## src/rtl/bit_serial_subtractor_if.sv

```systemverilog
// Operand/result bundle for the bit-serial subtractor.
// The master side loads operands; the slave side (the subtractor) returns results and status.
interface bit_serial_subtractor_if #(
    parameter int WIDTH = 8
);
    logic             load;
    logic [WIDTH-1:0] A;
    logic [WIDTH-1:0] B;
    logic [WIDTH-1:0] diff;
    logic             borrow;
    logic [WIDTH-1:0] A_shiftdata;
    logic [WIDTH-1:0] B_shiftdata;
    logic             busy;
    logic             done;

    modport master (
        output load, A, B,
        input  diff, borrow, A_shiftdata, B_shiftdata, busy, done
    );

    modport slave (
        input  load, A, B,
        output diff, borrow, A_shiftdata, B_shiftdata, busy, done
    );
endinterface

```

## src/rtl/bit_serial_subtractor.sv

```systemverilog
// Bit-serial subtractor: A and B are streamed LSB-first through one full-subtractor cell.
// Difference bits enter the result register at the MSB end, so after WIDTH shifts the
// result is aligned.
//
// state  | meaning
// -------+------------------------------------------------------------
// IDLE   | no operation; diff/borrow hold the last result
// LOADED | operands captured, first shift happens on the next edge
// SHIFT  | shifting, one difference bit per edge
// DONE   | final diff/borrow valid for this one cycle (done=1)
module bit_serial_subtractor #(
    parameter int WIDTH = 8
) (
    input  logic                  clk,
    input  logic                  rst,
    bit_serial_subtractor_if.slave bus
);
    localparam int CNT_W = $clog2(WIDTH) + 1;

    typedef enum logic [1:0] {
        IDLE   = 2'd0,
        LOADED = 2'd1,
        SHIFT  = 2'd2,
        DONE   = 2'd3
    } state_t;

    state_t           state;
    state_t           state_next;
    logic [CNT_W-1:0] count;
    logic [WIDTH-1:0] a_sr;
    logic [WIDTH-1:0] b_sr;
    logic [WIDTH-1:0] diff_q;
    logic             borrow_q;
    logic             shifting;
    logic             last_shift;
    logic             a_bit;
    logic             b_bit;
    logic             d_bit;
    logic             borrow_next;

    assign shifting    = (state == LOADED) || (state == SHIFT);
    assign last_shift  = (count == CNT_W'(WIDTH - 1));
    assign a_bit       = a_sr[0];
    assign b_bit       = b_sr[0];
    assign d_bit       = a_bit ^ b_bit ^ borrow_q;
    assign borrow_next = (~a_bit & b_bit) | (~(a_bit ^ b_bit) & borrow_q);

    // State register; reset wins over everything.
    always_ff @(posedge clk) begin
        if (rst) begin
            state <= IDLE;
        end else begin
            state <= state_next;
        end
    end

    // Next-state decode; a load request overrides whatever the FSM was doing.
    always_comb begin
        state_next = state;
        case (state)
            IDLE:          state_next = IDLE;
            LOADED, SHIFT: state_next = last_shift ? DONE : SHIFT;
            DONE:          state_next = IDLE;
            default:       state_next = IDLE;
        endcase
        if (bus.load) begin
            state_next = LOADED;
        end
    end

    // Datapath: parallel load, otherwise one subtractor step per edge while shifting.
    always_ff @(posedge clk) begin
        if (rst) begin
            a_sr     <= '0;
            b_sr     <= '0;
            diff_q   <= '0;
            borrow_q <= 1'b0;
            count    <= '0;
        end else if (bus.load) begin
            a_sr     <= bus.A;
            b_sr     <= bus.B;
            diff_q   <= '0;
            borrow_q <= 1'b0;
            count    <= '0;
        end else if (shifting) begin
            a_sr     <= {1'b0, a_sr[WIDTH-1:1]};
            b_sr     <= {1'b0, b_sr[WIDTH-1:1]};
            diff_q   <= {d_bit, diff_q[WIDTH-1:1]};
            borrow_q <= borrow_next;
            count    <= count + 1'b1;
        end
    end

    assign bus.diff        = diff_q;
    assign bus.borrow      = borrow_q;
    assign bus.A_shiftdata = a_sr;
    assign bus.B_shiftdata = b_sr;
    assign bus.busy        = shifting;
    assign bus.done        = (state == DONE);
endmodule
```

## src/flat_wrapper.sv

```systemverilog
// flat-port wrapper written by rule: the top's interface ports become plain ports
module bit_serial_subtractor_flat 
#(
    parameter int WIDTH = 8
)
  (clk, rst, bus_load, bus_A, bus_B, bus_diff, bus_borrow, bus_A_shiftdata, bus_B_shiftdata, bus_busy, bus_done);
  bit_serial_subtractor_if #(.WIDTH(WIDTH)) bus_i ();
  input  logic clk;
  input  logic rst;
  input wire logic [$bits(bus_i.load)-1:0] bus_load;
  input wire logic [$bits(bus_i.A)-1:0] bus_A;
  input wire logic [$bits(bus_i.B)-1:0] bus_B;
  output wire logic [$bits(bus_i.diff)-1:0] bus_diff;
  output wire logic [$bits(bus_i.borrow)-1:0] bus_borrow;
  output wire logic [$bits(bus_i.A_shiftdata)-1:0] bus_A_shiftdata;
  output wire logic [$bits(bus_i.B_shiftdata)-1:0] bus_B_shiftdata;
  output wire logic [$bits(bus_i.busy)-1:0] bus_busy;
  output wire logic [$bits(bus_i.done)-1:0] bus_done;
  assign bus_i.load = bus_load;
  assign bus_i.A = bus_A;
  assign bus_i.B = bus_B;
  assign bus_diff = bus_i.diff;
  assign bus_borrow = bus_i.borrow;
  assign bus_A_shiftdata = bus_i.A_shiftdata;
  assign bus_B_shiftdata = bus_i.B_shiftdata;
  assign bus_busy = bus_i.busy;
  assign bus_done = bus_i.done;
  bit_serial_subtractor #(.WIDTH(WIDTH)) u_core (.clk(clk), .rst(rst), .bus(bus_i));
endmodule
```

## config.mk

```make
export PLATFORM = sky130hd
export DESIGN_NAME = bit_serial_subtractor_flat
export DESIGN_NICKNAME = d
export VERILOG_FILES = /design/src/rtl/bit_serial_subtractor_if.sv /design/src/rtl/bit_serial_subtractor.sv /design/src/flat_wrapper.sv
export SDC_FILE = /design/constraint.sdc
export NUM_CORES = 1
export LEC_CHECK = 0
export ABC_CLOCK_PERIOD_IN_PS = 3820
export BUFFER_PORTS_ARGS = -buffer_cell sky130_fd_sc_hd__buf_2
export CAP_MARGIN = 20
export CELL_PAD_IN_SITES_DETAIL_PLACEMENT = 1
export CELL_PAD_IN_SITES_GLOBAL_PLACEMENT = 2
export CORE_UTILIZATION = 32
export CTS_CLUSTER_DIAMETER = 40
export DETAILED_ROUTE_END_ITERATION = 10
export PLACE_DENSITY = 0.94
export SYNTH_ARGS = -nofsm -noshare
export SYNTH_HDL_FRONTEND = slang
export SYNTH_SLANG_ARGS = --single-unit
```

## constraint.sdc

```tcl
create_clock -name clk -period 3.82 [get_ports clk]
set_clock_uncertainty 0.15 [all_clocks]
set_input_delay 0.191 -clock clk [delete_from_list [all_inputs] [get_ports clk]]
set_output_delay 0.191 -clock clk [all_outputs]
set_load 0.005 [all_outputs]
```

==> results_dict.tcl <==
set metrics [dict create \
    final_layout_size_suffix_gt1_frac 0.318 \
    status "complete, no violations" \
    synth_area_mm2 0.00137 \
    netSwitchingFraction 0.250 \
    arrival_ps 2210 \
    slew-limit-headroom 0.283 \
    synth_nets 151 \
    post_cts_resized 0 \
    drt-total-wl_mm 3.08 \
    final_nets 194 \
    rows 23 \
    viasPerCell 4.86 \
    fillers 466 \
    ys_warn_count 0 \
    drt-initial-drc-count 13 \
    worst_setup_path_start_kind "flop" \
    clkTransAtPathRegs_ps 70 \
    grt_pass1_wl_mm 5.00 \
    core-area_mm2 0.00406 \
    grt.overflow.total 0 \
    critPathKind "reg2reg" \
    dieArea_mm2 0.00454 \
    drc 0 \
    clock_path_buffers 2 \
    internal-power_mw 0.511 \
    rsz0062_at_grt "false" \
    grt_max_degree 25 \
    placedCellCount 215 \
    powerDensity_mw_per_mm2 413 \
    slew_viol_final 0 \
    wl_per_cell_um 13.8 \
    die_w_um 67.4 \
    ir_drop_v 0.000184 \
    ys_ff_latch 31 \
    register_area_um2 621 \
    port_buffers 45 \
    tns_ps 0 \
    pin_count 46 \
    cp_max_fo 24 \
    hpwl_mm 2.29 \
    post_cts_buffers 0 \
    switchingPower_mw 0.170 \
    multi_input_area_um2 637 \
    cts-root-buf "clkbuf_8" \
    ctsHoldBuffers 0 \
    seq_power_share 0.514 \
    worstSetupEndpointType "flop" \
    pwr-share-clk 0.351 \
    start_util 0.337 \
    comb_power_share 0.134 \
    diodes 0 \
    antenna_found_initial 0 \
    ant_nets 0 \
    grt_usage 0.151 \
    die_h_um 67.4 \
    fin_crit_sh 0.577 \
    hp-class "in2reg" \
    cts_tree "done" \
    clock_sinks 31 \
    hold_viol 0 \
    grt_pass1_vias 1127 \
    via_count 1084 \
    postSynthCellCount 129 \
    fmax_mhz 454 \
    p_leak_nw 0.722 \
    cts_buffers 5 \
    clock_latency_ps 280 \
    hold_ws_ps 16.1 \
    critPathRequiredTime_ps 3830 \
    seq_area_frac_synth 0.454 \
    maxCapViolCount 0 \
    period_needed_ps 2200 \
    h-tree-depth 2 \
    tightest_slew_ps 1080 \
    routabilityCongestion 0.727 \
    instances_no_fill 223 \
    area_growth_pct 20.6 \
    drt_first_pass_iters 3 \
    syn_area_per_cell_um2 10.6 \
    setup_violations 0 \
    ys_types 24 \
]
## cell type report
type                    count  share of cell area
repair buffers             46               0.141
clock inverters             1             0.00303
well taps                  50              0.0379
clock buffers               7              0.0463
inverters                   4             0.00910
flip-flops and latches     31               0.376
multi-input cells          84               0.386
## path summary, 6_finish.rpt
kind	start	end	slack, ps	cells past startpoint
setup / recovery	u_core.state[0]	u_core.bus.diff[2]	1620	4
hold / removal	bus_B[7]	u_core.bus.B_shiftdata[7]	20	3
setup reg to reg	u_core.state[0]	u_core.bus.diff[2]	1620	4
hold reg to reg	u_core.bus.diff[0]	u_core.bus.diff[0]	360	2
## routing by layer
metal	wire length, µm	track usage
met1	1230	0.152
met5	0	0
met3	157	0.0507
met2	1640	0.278
met4	51	0.0665
## critical path, stage by stage (launching register included)
cell	delay, ps
dfxtp_1	300
ha_1	990
buf_4	350
mux2i_1	230
nor2_1	60
## metrics by stage
step | instance area (µm²) | power, mW | setup slack (ps) | util
floorplan | 1370 | 0.425 | 2370 | -
global placement | 1570 | 0.446 | 1700 | 0.386
detailed placement | 1570 | 0.451 | 1610 | 0.386
CTS | 1650 | 0.693 | 1570 | 0.406
global route | 1650 | 0.722 | 1480 | 0.406
finish | 1650 | 0.682 | 1620 | 0.406
## power by group through the flow
stage	sequential (mW)	clock, mW	combinational, mW
floorplan	0.357	0	0.0681
detailed placement	0.358	0	0.0930
global placement	0.357	0	0.0887
finish	0.351	0.240	0.0914
global route	0.353	0.267	0.103
CTS	0.351	0.248	0.0938
## cells in the mapped netlist
| cell | n | area (µm²) |
|---|---|---|
| nand4b_1 | 1 | 8.76 |
| nand4_1 | 1 | 6.26 |
| nand3b_1 | 1 | 7.51 |
| nand2_1 | 2 | 7.51 |
| buf_4 | 1 | 7.51 |
| a21oi_1 | 4 | 20.0 |
| buf_6 | 2 | 22.5 |
| mux2_2 | 1 | 11.3 |
| xnor2_1 | 1 | 8.76 |
| fa_1 | 1 | 20.0 |
| nor3b_1 | 1 | 7.51 |
| buf_12 | 2 | 40.0 |
| inv_1 | 4 | 15.0 |
| dfxtp_1 | 31 | 621 |
| ha_1 | 2 | 25.0 |
| buf_2 | 5 | 25.0 |
| nor3_1 | 1 | 5.00 |
| or2_2 | 1 | 6.26 |
| nor2_1 | 12 | 45.0 |
| a211oi_1 | 15 | 113 |
| mux2i_1 | 23 | 230 |
| a21bo_2 | 1 | 10.0 |
| nor2b_1 | 14 | 87.6 |
| or3b_1 | 2 | 17.5 |
## kinds of logic after synthesis
family / Yosys count / share of synthesized area
simple gates: 36 / 0.145
mux: 24 / 0.177
xor+xnor: 1 / 0.00641
flops: 31 / 0.454
fa+ha+maj: 3 / 0.0329
buf+inv: 14 / 0.0805
compound gates: 20 / 0.104
## cell usage in the layout, fill, tap and decap left out, types with 4 or more instances in the layout
cell type / count
clkbuf_8: 5
buf_2: 45
a211oi_1: 15
mux2i_1: 23
nor2b_1: 14
a21oi_1: 4
dfxtp_1: 31
nor2_1: 12
inv_1: 4
## state kept, by name (all words and copies together), names as in the netlist
signal / cells
u_core.bus.A_shiftdata: 8
u_core.bus.B_shiftdata: 8
u_core.bus.borrow: 1
u_core.bus.diff: 8
u_core.count: 4
u_core.state: 2
(Power assumes the default switching activity.)
